`src/rtl/mips_muldiv_pkg.sv`:
```
// Shared definitions for the MIPS HI/LO multiply/divide unit.
// Holds the op encoding, FSM states, step modes and op-class helpers.
package mips_muldiv_pkg;

  localparam int unsigned DEF_WIDTH = 32;

  localparam logic [2:0] OP_MULT  = 3'd0;
  localparam logic [2:0] OP_MULTU = 3'd1;
  localparam logic [2:0] OP_DIV   = 3'd2;
  localparam logic [2:0] OP_DIVU  = 3'd3;
  localparam logic [2:0] OP_MTHI  = 3'd4;
  localparam logic [2:0] OP_MTLO  = 3'd5;

  typedef enum logic [1:0] {
    ST_IDLE,
    ST_PREP,
    ST_RUN,
    ST_FIX
  } state_t;

  typedef enum logic {
    STEP_MUL,
    STEP_DIV
  } step_mode_t;

  function automatic logic is_signed_op(input logic [2:0] op);
    return (op == OP_MULT) || (op == OP_DIV);
  endfunction

  function automatic logic is_div_op(input logic [2:0] op);
    return (op == OP_DIV) || (op == OP_DIVU);
  endfunction

endpackage

```
`src/rtl/mips_muldiv_unit_step.sv`:
```
// Single-iteration datapath: one shift-add multiply step or one restoring
// shift-subtract divide step on a {upper, lower} accumulator.
module muldiv_step
  import mips_muldiv_pkg::*;
#(
  parameter int unsigned WIDTH = DEF_WIDTH
) (
  input  step_mode_t         mode,
  input  logic [2*WIDTH-1:0] acc,
  input  logic [WIDTH-1:0]   operand,
  output logic [WIDTH-1:0]   upper_next,
  output logic [WIDTH-1:0]   lower_next
);

  logic [WIDTH:0] sum;
  logic [WIDTH:0] rem_sh;
  logic [WIDTH:0] diff;

  always_comb begin
    sum        = '0;
    rem_sh     = '0;
    diff       = '0;
    upper_next = acc[2*WIDTH-1:WIDTH];
    lower_next = acc[WIDTH-1:0];
    if (mode == STEP_MUL) begin
      // Add multiplicand when the multiplier LSB is set, then shift right.
      sum        = {1'b0, acc[2*WIDTH-1:WIDTH]}
                 + (acc[0] ? {1'b0, operand} : {(WIDTH+1){1'b0}});
      upper_next = sum[WIDTH:1];
      lower_next = {sum[0], acc[WIDTH-1:1]};
    end else begin
      // Shift next dividend bit into the remainder; keep the difference if no borrow.
      rem_sh = {acc[2*WIDTH-1:WIDTH], acc[WIDTH-1]};
      diff   = rem_sh - {1'b0, operand};
      if (!diff[WIDTH]) begin
        upper_next = diff[WIDTH-1:0];
        lower_next = {acc[WIDTH-2:0], 1'b1};
      end else begin
        upper_next = rem_sh[WIDTH-1:0];
        lower_next = {acc[WIDTH-2:0], 1'b0};
      end
    end
  end

endmodule

```
`src/rtl/mips_muldiv_unit.sv`:
```
// Iterative HI/LO unit: MULT/MULTU/DIV/DIVU one bit per cycle, MTHI/MTLO
// in one cycle. Owns the architectural HI and LO registers.
module mips_muldiv_unit
  import mips_muldiv_pkg::*;
#(
  parameter int unsigned WIDTH = DEF_WIDTH,
  parameter int unsigned CNT_W = $clog2(WIDTH) + 1
) (
  input  logic             clk,
  input  logic             rst,
  input  logic             start,
  input  logic [2:0]       op,
  input  logic [WIDTH-1:0] src_a,
  input  logic [WIDTH-1:0] src_b,
  input  logic             flush,
  output logic             busy,
  output logic             done,
  output logic             div_by_zero,
  output logic [WIDTH-1:0] hi,
  output logic [WIDTH-1:0] lo
);

  localparam int unsigned DW = 2 * WIDTH;

  state_t             state;
  logic [2:0]         op_q;
  logic [WIDTH-1:0]   a_q;
  logic [WIDTH-1:0]   b_q;
  logic [WIDTH-1:0]   opnd;
  logic [DW-1:0]      acc;
  logic [CNT_W-1:0]   cnt;
  logic               neg_res;
  logic               neg_rem;
  logic               dz;
  logic               mt_pend;

  logic               signed_op;
  logic               div_op;
  logic               neg_a;
  logic               neg_b;
  logic [WIDTH-1:0]   abs_a;
  logic [WIDTH-1:0]   abs_b;
  logic [DW-1:0]      prod_fix;
  logic [WIDTH-1:0]   quo_fix;
  logic [WIDTH-1:0]   rem_fix;
  step_mode_t         step_mode;
  logic [WIDTH-1:0]   upper_next;
  logic [WIDTH-1:0]   lower_next;

  // Operand magnitudes for PREP and sign-corrected results for FIX.
  always_comb begin
    signed_op = is_signed_op(op_q);
    div_op    = is_div_op(op_q);
    neg_a     = signed_op & a_q[WIDTH-1];
    neg_b     = signed_op & b_q[WIDTH-1];
    abs_a     = neg_a ? (~a_q + WIDTH'(1)) : a_q;
    abs_b     = neg_b ? (~b_q + WIDTH'(1)) : b_q;
    step_mode = div_op ? STEP_DIV : STEP_MUL;
    prod_fix  = neg_res ? (~acc + DW'(1)) : acc;
    quo_fix   = neg_res ? (~acc[WIDTH-1:0] + WIDTH'(1)) : acc[WIDTH-1:0];
    rem_fix   = neg_rem ? (~acc[DW-1:WIDTH] + WIDTH'(1)) : acc[DW-1:WIDTH];
  end

  muldiv_step #(
    .WIDTH(WIDTH)
  ) u_step (
    .mode       (step_mode),
    .acc        (acc),
    .operand    (opnd),
    .upper_next (upper_next),
    .lower_next (lower_next)
  );

  // Control FSM, iteration counter and architectural HI/LO.
  always_ff @(posedge clk or posedge rst) begin
    if (rst) begin
      state       <= ST_IDLE;
      op_q        <= '0;
      a_q         <= '0;
      b_q         <= '0;
      opnd        <= '0;
      acc         <= '0;
      cnt         <= '0;
      neg_res     <= 1'b0;
      neg_rem     <= 1'b0;
      dz          <= 1'b0;
      mt_pend     <= 1'b0;
      hi          <= '0;
      lo          <= '0;
      busy        <= 1'b0;
      done        <= 1'b0;
      div_by_zero <= 1'b0;
    end else begin
      done        <= mt_pend;
      div_by_zero <= 1'b0;
      mt_pend     <= 1'b0;
      case (state)
        ST_IDLE: begin
          if (start) begin
            case (op)
              OP_MULT, OP_MULTU, OP_DIV, OP_DIVU: begin
                op_q  <= op;
                a_q   <= src_a;
                b_q   <= src_b;
                state <= ST_PREP;
                busy  <= 1'b1;
              end
              OP_MTHI: begin
                hi      <= src_a;
                mt_pend <= 1'b1;
              end
              OP_MTLO: begin
                lo      <= src_a;
                mt_pend <= 1'b1;
              end
              default: ;
            endcase
          end
        end
        ST_PREP: begin
          if (flush) begin
            state <= ST_IDLE;
            busy  <= 1'b0;
          end else begin
            neg_res <= neg_a ^ neg_b;
            neg_rem <= neg_a;
            if (div_op && (b_q == '0)) begin
              dz    <= 1'b1;
              state <= ST_FIX;
            end else begin
              dz    <= 1'b0;
              acc   <= div_op ? {{WIDTH{1'b0}}, abs_a} : {{WIDTH{1'b0}}, abs_b};
              opnd  <= div_op ? abs_b : abs_a;
              cnt   <= CNT_W'(WIDTH);
              state <= ST_RUN;
            end
          end
        end
        ST_RUN: begin
          if (flush) begin
            state <= ST_IDLE;
            busy  <= 1'b0;
          end else begin
            acc <= {upper_next, lower_next};
            cnt <= cnt - CNT_W'(1);
            if (cnt == CNT_W'(1)) begin
              state <= ST_FIX;
            end
          end
        end
        ST_FIX: begin
          state <= ST_IDLE;
          busy  <= 1'b0;
          // A flush here drops the result without signalling completion.
          if (!flush) begin
            done        <= 1'b1;
            div_by_zero <= dz;
            if (!dz) begin
              if (div_op) begin
                hi <= rem_fix;
                lo <= quo_fix;
              end else begin
                hi <= prod_fix[DW-1:WIDTH];
                lo <= prod_fix[WIDTH-1:0];
              end
            end
          end
        end
        default: begin
          state <= ST_IDLE;
          busy  <= 1'b0;
        end
      endcase
    end
  end

endmodule

```
`config.mk`:
```
export PLATFORM = sky130hd
export DESIGN_NAME = mips_muldiv_unit
export DESIGN_NICKNAME = d
export VERILOG_FILES = /design/src/rtl/mips_muldiv_pkg.sv /design/src/rtl/mips_muldiv_unit_step.sv /design/src/rtl/mips_muldiv_unit.sv
export SDC_FILE = /design/constraint.sdc
export NUM_CORES = 1
export LEC_CHECK = 0
export CAP_MARGIN = 0
export CORE_MARGIN = 5
export CORE_UTILIZATION = 30
export CTS_BUF_LIST = sky130_fd_sc_hd__clkbuf_2
export DETAILED_ROUTE_END_ITERATION = 12
export PLACE_DENSITY_LB_ADDON = 0.25
export SYNTH_ARGS = -nofsm -noshare
export SYNTH_HDL_FRONTEND = slang
export SYNTH_SLANG_ARGS = --single-unit
```
`constraint.sdc`:
```
create_clock -name clk -period 26.5 [get_ports clk]
set_input_delay 7.95 -clock clk [delete_from_list [all_inputs] [get_ports clk]]
set_output_delay 7.95 -clock clk [all_outputs]
set_load 0.02 [all_outputs]
```
==> run summary <==
The flow ran to the end, and the final reports show no timing, DRC or antenna violations. The part of the cycle the worst path needs is 37.9%. The worst setup path is launched from a flip-flop. The overall overflow remaining after global route is 0. The most used flip-flop cell after synthesis is sky130_fd_sc_hd__dfrtp_1. In this run the post-CTS setup repair buffer count came out at 0.

The final setup skew is 0.0728 ns. Setup violations remaining at the end of the flow were counted as 0. The path class of the tightest hold or removal check is flip-flop to flip-flop. The number of flops mapped to enable cells by yosys is 0. The startpoint identified for the worst hold timing path is mt_pend.

The number of core rows is 89. For the worst-skew pair, the clock arrives at the later sink with an insertion delay of 0.95 ns. The delay of the slowest cell on the worst path is 0.67 ns. After clock tree synthesis, the repair step resized 0 gates. The signal arrival time at the worst endpoint is 2.10 ns.

Once the floorplan was initialized, standard cells occupied between 30% and 40% of the core. The post-synthesis share of cell area spent on xor and xnor gates is 8.33%. Based on the critical path, the design can be clocked at up to 99.5 MHz. The slowest cell on the critical path is sky130_fd_sc_hd__clkdlybuf4s50_1. The fill cell instance count of the final layout came out at 6073. Once layout is complete, the utilization of the core stands at 34.6%. In this run, CTS created clock tree buffers numbering between 60 and 70. Setup repair after global routing left no endpoint under its margin. The library cells used most frequently in the layout, excluding fill and tap cells, are sky130_fd_sc_hd__dfrtp_1, sky130_fd_sc_hd__nand2_1, sky130_fd_sc_hd__nor2_1. The worst relative slew slack is 26.9%. For the pin with the worst max-slew slack, the measured transition is about 1.1 ns. No sink is reached through more buffers than the 3 on the longest clock path. After detailed routing, the average wire length per cell comes to 20.7 µm. The number of buffers added on ports is 137.

The number of detailed-routing iterations run before antenna repair is 7. The clock tree synthesis step divided the H-tree into 3 levels. The start point of the critical path is hi[23]. The average cell area after synthesis is approximately 9 µm².

The via count of the first global-routing pass was 15300. The first global-routing pass estimated 91800 µm of wire. The number of register bits inferred by synthesis is 242.

The routed wire length is 59600 µm. The number of endpoints with negative hold slack in the final report came out at 0. Entering global routing, the biggest net connects 112 pins. The leakage power of the design is between 8 and 9 nW. The full die area is 64200 µm². Max-cap violations in this run came to 0. The post-synthesis adder-cell area fraction came out at 5.43%. The maximum fanout count along the critical path came out at 2. The post-synthesis net count is 2093. The horizontal die dimension came out at 253 µm.

The via count normalized by instance count is 5.40. The final weighted congestion in routability-driven placement came out at 0.912. The fraction of the mapped netlist area in compound gates is about a fifth. The via count is 15500. The share of the synthesized area in the top cell type came out at about a third.

The final hold slack is 0.436 ns. The DRC violation total after the first TritonRoute iteration came out at 1122. The share of cells above drive strength 1 is 12.3%. The clock transition time at the flip-flop clock pins of the worst setup and hold paths came out at 0.12 ns. The net count of the finished layout is 2206. The summed instance area of the synthesized netlist is 17800 µm².

The worst ir drop on vdd came out at 0.0490 mV. The worst register-to-register path begins at acc[31]. Summed over all nets, the half-perimeter wirelength after detailed placement is 45200 µm. By area, the combinational part of the netlist is dominated by compound AO/OA/AOI/OAI gates. The number of sinks driven by the clock tree came out at around 240.

The Yosys warning count came out at 0. The top-level port count is 138. By startpoint and endpoint, the worst setup path is classified as flip-flop to output pin.

The most common library cell in the layout ignoring fill and taps is sky130_fd_sc_hd__dfrtp_1. Of all cell types, the one taking the most synthesized area is sky130_fd_sc_hd__dfrtp_1. The post-detailed-route DRC marker count is 0. The total area inside the core boundary comes to 58900 µm². The height of the chip came out at 253 µm.

The sequential element share of the synthesized area came out at 34.1%. The portion of synthesized area spent on multiplexers is approximately an eighth. TritonCTS built the clock tree.

The total count of max-transition violations in the final report is 0. The kind of cell adding the most delay to the critical path is buffers and inverters. The tree is rooted in a sky130_fd_sc_hd__clkbuf_2. Traced cell by cell, the critical path runs through clkdlybuf4s50_1. The count of nets left with antenna violations after detail routing is 0. Summed over all failing endpoints, the final setup total negative slack is 0 ns.

Yosys attributes the largest share of cell area to sky130_fd_sc_hd__dfrtp_1, sky130_fd_sc_hd__ha_1, sky130_fd_sc_hd__mux2_2. The total routing resource utilization after global routing is 18.2%. The count of hold-fix buffers inserted at cts came out at 0. The async set-or-reset flop fraction in the synthesized netlist came out at 100%. The synthesized netlist devotes 15.0% of its cell area to simple gates. Dividing total power by cell area gives a power density of roughly 130 nW/µm².

The growth of design area from synthesis to finish came out at 14.7%. The total power of the final layout is between 2 and 3 mW. The type of element capturing the critical path is an output pin. The post-route minimum period came out at 10.05 ns. The initial antenna violation count came out at 3.

The worst path buffer plus inverter count is 1. The gate count after technology mapping is 1946. The required time at the endpoint of the critical path came out at between 15 and 20 ns. The synthesized netlist contains 91 unique library cells.
[per-layer routing]
metal | GRT usage (%) | routed length [µm] | vias to the layer above | part of all wire (%)
li1 | - | - | 7342 | -
met1 | 25.0 | 26800 | 7563 | 45
met2 | 28.9 | 27200 | 522 | 46
met3 | 3.11 | 3350 | 117 | 5.6
met4 | 7.06 | 2290 | 0 | 3.8
met5 | 0 | 0 | - | 0
[report_power, final]
group | internal [mW] | leakage [nW] | switching, mW
logic | 0.707 | 5.28 | 0.978
registers | 0.537 | 3.00 | 0.213
clock network | 0.102 | 0.435 | 0.168
total | 1.35 | 8.71 | 1.36
[flip-flops by register name (all words and copies together) (netlist names), 2 cells and up]
signal  count
lo         32
hi         32
b_q        32
op_q        3
a_q        32
opnd       32
acc        64
cnt         6
state       2
[cells by family (layout without fill, tap and decap cells)]
kind of cell             Yosys count  after routing
AO/OA/AOI/OAI                    553            553
XOR/XNOR                         169            169
multiplexers                     178            178
other                              0              3
AND/OR/NAND/NOR                  551            551
buffers and inverters            177            334
adder cells (fa/ha/maj)           76             76
flip-flops                       242            242
[path summary, 6_finish.rpt]
kind	endpoint	slack, ns	cells past startpoint
setup / recovery	hi[23]	16.45	1
hold / removal	done	0.44	1
setup reg to reg	acc[63]	22.09	12
hold reg to reg	done	0.44	1
max in group asynchronous	acc[37]	17.30	3
min in group asynchronous	b_q[10]	7.48	2
[cells in the mapped netlist, types with 11 or more instances]
library cell / count
sky130_fd_sc_hd__a22oi_1: 20
sky130_fd_sc_hd__nor4_1: 17
sky130_fd_sc_hd__inv_1: 68
sky130_fd_sc_hd__o211ai_1: 13
sky130_fd_sc_hd__a21o_1: 64
sky130_fd_sc_hd__o31ai_1: 25
sky130_fd_sc_hd__nand2b_1: 17
sky130_fd_sc_hd__a31oi_1: 22
sky130_fd_sc_hd__nor2_1: 176
sky130_fd_sc_hd__nor3_1: 32
sky130_fd_sc_hd__clkbuf_1: 75
sky130_fd_sc_hd__buf_2: 13
sky130_fd_sc_hd__buf_1: 11
sky130_fd_sc_hd__mux2_2: 73
sky130_fd_sc_hd__nand2_1: 178
sky130_fd_sc_hd__mux4_2: 27
sky130_fd_sc_hd__nand4_1: 15
sky130_fd_sc_hd__a21oi_1: 119
sky130_fd_sc_hd__a211oi_1: 37
sky130_fd_sc_hd__nand3_1: 25
sky130_fd_sc_hd__nor2b_1: 21
sky130_fd_sc_hd__dfrtp_1: 242
sky130_fd_sc_hd__o21ai_1: 19
sky130_fd_sc_hd__xnor2_1: 89
sky130_fd_sc_hd__ha_1: 74
sky130_fd_sc_hd__or4_1: 11
sky130_fd_sc_hd__xor2_1: 80
sky130_fd_sc_hd__mux2i_1: 60
sky130_fd_sc_hd__a221oi_1: 12
sky130_fd_sc_hd__o21ai_0: 141
sky130_fd_sc_hd__mux2_1: 17
[metrics by stage]
| step | setup slack [ns] | cells | area, µm² |
|---|---|---|---|
| 6_report | 16.45 | 2879 | 20400 |
| 5_1_grt | 16.36 | 2879 | 20400 |
| 4_1_cts | 16.36 | 2876 | 20400 |
| 3_5_place_dp | 16.13 | 2764 | 19800 |
| 3_3_place_gp | 16.15 | 2764 | 19800 |
| 2_1_floorplan | 11.91 | 1946 | 17800 |
[layout make-up]
| cell class | count | area, µm² | area share (%) |
|---|---|---|---|
| Sequential cell | 242 | 6060 | 29.7 |
| Multi-Input combinational cell | 1527 | 11000 | 54.1 |
| Inverter | 68 | 263 | 1.29 |
| Antenna cell | 3 | 7.51 | 0.0368 |
| Clock inverter | 21 | 111 | 0.546 |
| Timing Repair Buffer | 154 | 1500 | 7.35 |
| Tap cell | 773 | 967 | 4.74 |
| Clock buffer | 91 | 455 | 2.23 |
(Power assumes the default switching activity.)
==> RTL change (same settings) <==
Make the reset (`rst`) synchronous in one clocked block.
--- a/src/rtl/mips_muldiv_unit.sv
+++ b/src/rtl/mips_muldiv_unit.sv
@@ -72,7 +72,7 @@
   );
 
   // Control FSM, iteration counter and architectural HI/LO.
-  always_ff @(posedge clk or posedge rst) begin
+  always_ff @(posedge clk) begin
     if (rst) begin
       state       <= ST_IDLE;
       op_q        <= '0;
Behaviour: not the same (a bounded check fails within 4 cycles, from zero or initial values and one cycle with rst high; the reset may be asserted at any time).
==> RTL change against the unedited design <==
Area after synthesis is 3.8% lower. Critical path depth unchanged. Worst hold slack better by 0.020 ns. Global-route usage increased by 2.2 points. Clock skew is 0.015 ns higher. Core utilization increased by 0.32 points. Sequential cell count did not move. Cell area down 3.4%. Die area down 3.7%. Count of clock-buffer cells in the layout grew 12. Wire length grew 12%. Worst setup slack improved by 0.090 ns.
Power is not compared: it rests on default switching activity, and its combinational part moved more than twofold at a synthesized area within 25%.
==> RTL change: results (changes against the unedited design) <==
Worst-Margin Slew = 1.35 ns (was 1.10 ns)
Final net count = 2538 (was 2206)
Routability Congestion = 0.924 (was 0.912)
Hold Path Sink = opnd[10] (was done)
Ys flop type = dfxtp_1 (was dfrtp_1)
Fill cells = 6139 (was 6073)
TritonCTS Buffers = 69 (was 66)
Min-Delay Path Depth = 2 (was 1)
Vias per Instance = 5.54 (was 5.40)
Top cells by area, synth = dfxtp_1 28%, a21oi_1 8.2%, nand2_1 7.6%, nor2_1 5.6%, ha_1 5.5% (was dfrtp_1 34%, ha_1 5.2%, mux2_2 4.6%, xnor2_1 4.4%, o21ai_0 4.0%)
Largest reg by FF count = acc (unchanged)
Final Skew = 0.0880 ns (was 0.0728 ns)
Slowest stage delay, CP = 0.63 ns (was 0.67 ns)
R2R setup slack = 22.10 ns (was 22.09 ns)
Worst-Skew Late Latency = 0.97 ns (was 0.95 ns)
Pre-CTS worst setup slack = 15.86 ns (was 16.13 ns)
Post-Route WL = 67000 µm (was 59600 µm)
Vias in the first global route = 16624 (was 15325)
Post-detail-place hpwl = 50300 µm (was 45200 µm)
Library cells used by synthesis = 79 (was 91)
Worst Min Path Start = opnd[10] (was mt_pend)
R2R cell count = 13 (was 12)
Async S/R FF share, synth = 0 (was 1.00)
Post-route minimum period = 9.96 ns (was 10.05 ns)
Status = finished, final reports clean (unchanged)
WP data arrival = 2.01 ns (was 2.10 ns)
Critical R2R Capture = acc[56] (was acc[63])
Drt pass-1 iters = 6 (was 7)
Largest net degree at the start of global routing = 148 (was 112)
Sequential area share after synthesis = 0.283 (was 0.341)
Initial antenna violation count = 6 (was 3)
Share of cells above drive strength 1 = 0.0759 (was 0.123)
Most frequent cells after synthesis = 348 x nand2_1, 280 x a21oi_1, 256 x nor2_1 (was 242 x dfrtp_1, 178 x nand2_1, 176 x nor2_1)
Sw frac = 0.390
==> RTL change: per-stage QoR <==
stage / area (µm²) / cells / hold slack, ns / power [µW]
global route: 19700 / 3196 / 0.478 / 1060
CTS: 19700 / 3193 / 0.459 / 1020
finish: 19700 / 3197 / 0.456 / 1010
detailed placement: 19100 / 3075 / 0.444 / 723
global placement: 19100 / 3075 / 0.443 / 720
floorplan: 17100 / 2301 / 0.413 / 614
==> RTL change: cell type report <==
| cell class | instances | area (µm²) | share of cell area |
|---|---|---|---|
| Multi-Input combinational cell | 1848 | 11500 | 0.582 |
| Timing Repair Buffer | 159 | 1550 | 0.0787 |
| Sequential cell | 242 | 4840 | 0.246 |
| Clock inverter | 15 | 95.1 | 0.00483 |
| Clock buffer | 103 | 515 | 0.0262 |
| Tap cell | 756 | 946 | 0.0480 |
| Inverter | 70 | 263 | 0.0133 |
| Antenna cell | 4 | 10.0 | 0.000508 |
==> RTL change: how the worst max path moves through the flow <==
stage | startpoint | end | cells past startpoint
detailed placement | flush | acc[33] | 7
floorplan | op[0] | hi[21] | 6
finish | busy | busy | 1
CTS | busy | busy | 1
global placement | flush | acc[33] | 7
global route | busy | busy | 1
==> RTL change: power groups by stage <==
stage / logic, µW / clock network [µW] / registers, µW
6_report: 306 / 291 / 412
5_1_grt: 330 / 320 / 415
4_1_cts: 303 / 301 / 412
3_5_place_dp: 302 / 0 / 420
3_3_place_gp: 300 / 0 / 420
2_1_floorplan: 193 / 0 / 421
==> RTL change: kinds of logic after synthesis <==
group	synth area share
buffers and inverters	0.0485
adder cells (fa/ha/maj)	0.0572
AND/OR/NAND/NOR	0.219
AO/OA/AOI/OAI	0.254
XOR/XNOR	0.0845
flip-flops	0.283
multiplexers	0.0544
==> RTL change: per-layer routing <==
layer  GRT usage  share of wire
met5           0        0.00027
met4      0.0642          0.030
met3      0.0314          0.067
met2       0.323           0.44
met1       0.289           0.46
